===== src/rtl/ttl_pkg.sv =====
// Shared definitions for the TTL-style part library.
// Holds the shift/storage register mode encoding and the default bus width.
package ttl_pkg;

  // Default register/bus width of the 74299-class part
  localparam int TTL_74299_WIDTH = 8;

  // Mode select encoding as seen on {S1,S0}
  typedef enum logic [1:0] {
    HOLD = 2'b00,
    SHR  = 2'b01,
    SHL  = 2'b10,
    LOAD = 2'b11
  } ttl_shift_mode_t;

  // Builds a mode value from the two select pins
  function automatic ttl_shift_mode_t ttl_decode_mode(input logic s1, input logic s0);
    return ttl_shift_mode_t'({s1, s0});
  endfunction

endpackage


===== src/rtl/ttl_74299_bit.sv =====
// One storage cell of the 74299-class shift/storage register.
// A single flip-flop with a 4:1 next-state mux and an asynchronous clear.
// lower_nb is the value that moves in on a shift right (bit i-1 or DS0),
// upper_nb is the value that moves in on a shift left (bit i+1 or DS7).
module ttl_74299_bit
  import ttl_pkg::*;
(
  input  logic            clk,
  input  logic            rst,
  input  ttl_shift_mode_t mode,
  input  logic            lower_nb,
  input  logic            upper_nb,
  input  logic            par_in,
  output logic            q
);

  // Clear wins over any edge; otherwise pick hold/shift/load by mode
  always_ff @(posedge clk or posedge rst) begin
    if (rst) begin
      q <= 1'b0;
    end else begin
      case (mode)
        HOLD:    q <= q;
        SHR:     q <= lower_nb;
        SHL:     q <= upper_nb;
        LOAD:    q <= par_in;
        default: q <= q;
      endcase
    end
  end

endmodule


===== src/rtl/ttl_74299.sv =====
// 74299-class 8-bit universal shift/storage register with shared parallel bus.
// Build option: define TTL_74299_TRISTATE_EN to replace IO_I/IO_O/IO_OE with a
// single tristate inout IO bus; the default build keeps split ports.
module ttl_74299
  import ttl_pkg::*;
#(
  parameter int WIDTH = TTL_74299_WIDTH
) (
  input  logic             CLK,
  input  logic             CLR,
  input  logic             S0,
  input  logic             S1,
  input  logic             DS0,
  input  logic             DS7,
  input  logic             _OE1,
  input  logic             _OE2,
`ifdef TTL_74299_TRISTATE_EN
  inout  wire  [WIDTH-1:0] IO,
`else
  input  logic [WIDTH-1:0] IO_I,
  output logic [WIDTH-1:0] IO_O,
  output logic             IO_OE,
`endif
  output logic             Q0,
  output logic             Q7
);

  ttl_shift_mode_t  mode;
  logic [WIDTH-1:0] q;
  logic [WIDTH-1:0] lower_vec;
  logic [WIDTH-1:0] upper_vec;
  logic [WIDTH-1:0] par_data;
  logic             drive_en;

  // Mode is sampled by every cell at the clock edge
  assign mode = ttl_decode_mode(S1, S0);

  // Bus is driven only with both enables low and never while loading
  assign drive_en = ~_OE1 & ~_OE2 & ~(S1 & S0);

  // Neighbour wiring: the serial inputs stand in for the missing end neighbours
  assign lower_vec = {q[WIDTH-2:0], DS0};
  assign upper_vec = {DS7, q[WIDTH-1:1]};

`ifdef TTL_74299_TRISTATE_EN
  assign IO       = drive_en ? q : {WIDTH{1'bz}};
  assign par_data = IO;
`else
  assign par_data = IO_I;
  assign IO_O     = q;
  assign IO_OE    = drive_en;
`endif

  // Serial outputs follow the end cells regardless of the enables
  assign Q0 = q[0];
  assign Q7 = q[WIDTH-1];

  for (genvar i = 0; i < WIDTH; i++) begin : g_bit
    ttl_74299_bit u_bit (
      .clk      (CLK),
      .rst      (CLR),
      .mode     (mode),
      .lower_nb (lower_vec[i]),
      .upper_nb (upper_vec[i]),
      .par_in   (par_data[i]),
      .q        (q[i])
    );
  end

endmodule


===== config.mk =====
export PLATFORM = sky130hd
export DESIGN_NAME = ttl_74299
export DESIGN_NICKNAME = d
export VERILOG_FILES = /design/src/rtl/ttl_pkg.sv /design/src/rtl/ttl_74299_bit.sv /design/src/rtl/ttl_74299.sv
export SDC_FILE = /design/constraint.sdc
export NUM_CORES = 1
export LEC_CHECK = 0
export CORE_MARGIN = 4
export CORE_UTILIZATION = 35
export CTS_CLUSTER_SIZE = 30
export DETAILED_ROUTE_END_ITERATION = 12
export DONT_BUFFER_PORTS = 1
export GPL_TIMING_DRIVEN = 1
export HOLD_SLACK_MARGIN = 0.03
export SLEW_MARGIN = 30
export SYNTH_ARGS = -nofsm -noshare
export SYNTH_HDL_FRONTEND = slang
export SYNTH_SLANG_ARGS = --single-unit

===== constraint.sdc =====
create_clock -name CLK -period 1.75 [get_ports CLK]
set_input_delay 0.35 -clock CLK [delete_from_list [all_inputs] [get_ports CLK]]
set_output_delay 0.35 -clock CLK [all_outputs]
set_load 0.02 [all_outputs]

==> impl_metrics.csv <==
group,metric,value,unit
floorplanning,design.core.area,0.001285,mm2
outcome,status,"finished, final reports clean",
global_route,grt-ovfl-total,0,
sta,max_slew_margin,72.16,%
sta,hold_viol_final,0,
clocking,root_buffer,"clkbuf_4",
yosys,yosys.area.top_type_share,42.22,%
floorplanning,fp.dieArea,0.002008,mm2
global_route,grt_util_all_layers,9.807,%
route,wl_per_cell,22.89,um
worst_setup_path,crit_path_start_kind,"flip-flop",
cells_and_area,top_regs,"g_bit.u_bit.q: 8 flops",
worst_setup_path,r2r-end,"g_bit[6].u_bit.q",
clocking,cts_buffer_depth,2,
placement,io_buffers,0,
clocking,cts_resized,0,
clocking,clkTransAtPathRegs,0.06,ns
worst_setup_path,critPathArrivalTime,0.85,ns
yosys,synth_area_per_cell,16.94,um2
yosys,syn_inst,28,
min_path,hold_depth,1,
yosys,synth_top_area_cell,"dfrtp_1",
yosys,synthesis.area,474.2,um2
clocking,cts.htree.levels,1,
worst_setup_path,crit_type,"reg -> out",
floorplanning,ios,27,
yosys,ys_warn_count,0,
cells_and_area,largest-register,"g_bit.u_bit.q",
global_route,grt_max_degree,10,
route,firstDrtPassIters,1,
placement,place.gp.congestion,0.5882,
min_path,min_path_type,"in -> reg",
worst_setup_path,rrSetupSlack,0.57,ns
yosys,synth.area.top_cells,"dfrtp_1, mux4_2, buf_4",
yosys,yosys-top-cells-count,"buf_4, dfrtp_1, mux4_2, buf_6",
worst_setup_path,reg2reg_from,"g_bit[7].u_bit.q",
pwr,p_leak,0.1742,nW
worst_setup_path,critPathMaxFanout,4,
clocking,clock_sinks,8,
pwr,vdd_ir_drop_max,418.1,uV
yosys,synth_edf_count,0,
min_path,whs_endpoint,"g_bit[5].u_bit.q",
route,ant_nets,0,
sta,setup_viol,0,
route,vias,227,
cells_and_area,area_growth,-5.013,%
global_route,grt_pass1_wl,1262,um
floorplanning,die_h,44.81,um
sta,fmax,833.1,MHz
clocking,numCtsBuffers,3,
min_path,hp-start,"S1",
cells_and_area,drive_gt1_share,52.17,%
floorplanning,die_w,44.81,um
worst_setup_path,critPathCaptureType,"primary output",
clocking,tritoncts,"yes",
route,routed_wl,870,um
cells_and_area,n_antenna_cell,0,
global_route,antenna_found_initial,0,
sta,finalMaxSlewViolations,0,
global_route,grt_pass1_vias,258,
floorplanning,start_util,36.90,%
cells_and_area,nets,41,
sta,period_needed,1.200,ns
sta,rsz0062_at_grt,"false",
clocking,insertion_delay,0.26,ns
yosys,synth_seq_area_share,42.22,%
worst_setup_path,worstPathRequired,1.40,ns
yosys,synth_fp_nets,44,
pwr,power_density,1240,mW/mm2
job,maxCapViolations,0,
pwr,p_total,0.0005586,W
floorplanning,floorplan.rows,13,
yosys,synth_cell_types,6,
sta,period_share,68.59,%
sta,holdWs,0.2700,ns
sta,tns,0,ns
sta,finClkSkew,0.002211,ns
cells_and_area,largest_reg_flops,8,
yosys,async_flop_share,100.0,%
yosys,synth_ff_type,"dfrtp_1",
route,drt-initial-drc-count,0,
route,viasPerCell,5.974,
worst_setup_path,reg2reg_depth,1,
sta,tightest_slew,0.4176,ns
yosys,ys_ff_latch,8,
route,route.detailed.drc,0,
per-layer routing:
layer / part of all wire (%) / track usage [%] / vias to the layer above
li1: - / - / 90
met1: 33 / 10.08 / 111
met2: 48 / 13.18 / 23
met3: 15 / 6.773 / 3
met4: 3.1 / 8.772 / 0
met5: 0 / 0 / -
worst max path at each step:
stage,from,end,depth (start not counted)
after global placement,g_bit[7].u_bit.q,g_bit[6].u_bit.q,1
after CTS,g_bit[7].u_bit.q,Q7,0
after global routing,g_bit[7].u_bit.q,Q7,0
final,g_bit[7].u_bit.q,Q7,0
after detailed placement,g_bit[7].u_bit.q,g_bit[6].u_bit.q,1
after floorplan,S1,IO_OE,2
power breakdown:
part           internal, W  total (W)  leakage, nW  switching (W)
clock            0.0000787   0.000145       0.0138      0.0000666
sequential        0.000224   0.000331       0.0937       0.000107
combinational    0.0000673  0.0000821       0.0668      0.0000148
total             0.000370   0.000559        0.174       0.000188
placed cells by master (no fill, tap or decap), drive strengths merged:
| cell | instances |
|---|---|
| clkbuf | 3 |
| inv | 1 |
| buf | 1 |
| a211oi | 1 |
| dlygate4sd3 | 1 |
| mux4 | 8 |
| dfrtp | 8 |
through the flow:
| step | setup slack (ns) | util, % | area, um2 | std cells |
|---|---|---|---|---|
| CTS | 0.5451 | 35.05 | 450.4 | 38 |
| finish | 0.5497 | 35.05 | 450.4 | 38 |
| global placement | 0.5858 | 32.52 | 417.9 | 34 |
| detailed placement | 0.5896 | 32.52 | 417.9 | 34 |
| floorplan | 0.3462 | - | 474.2 | 28 |
| global route | 0.5274 | 35.05 | 450.4 | 38 |
final cells by class:
type | instances | area [um2]
fill | 129 | 834.6
sequential | 8 | 200.2
tap | 15 | 18.77
multi-input combinational | 9 | 187.7
clock buffer | 3 | 22.52
inverter | 1 | 3.754
timing repair buffer | 2 | 17.52
cells by family after synthesis:
| group | share of synthesized area [%] |
|---|---|
| DFF | 42.22 |
| AOI/OAI and AO/OA | 1.584 |
| muxes | 37.99 |
| buffers and inverters | 18.21 |
timing repair:
item / CTS / global route
hold buffers: 1 / 0
endpoints found under the setup margin: 0 / 0
setup buffers: 0 / 0
hold endpoints to repair: 8 / 0
No activity file was read; power rests on OpenSTA's default activity.
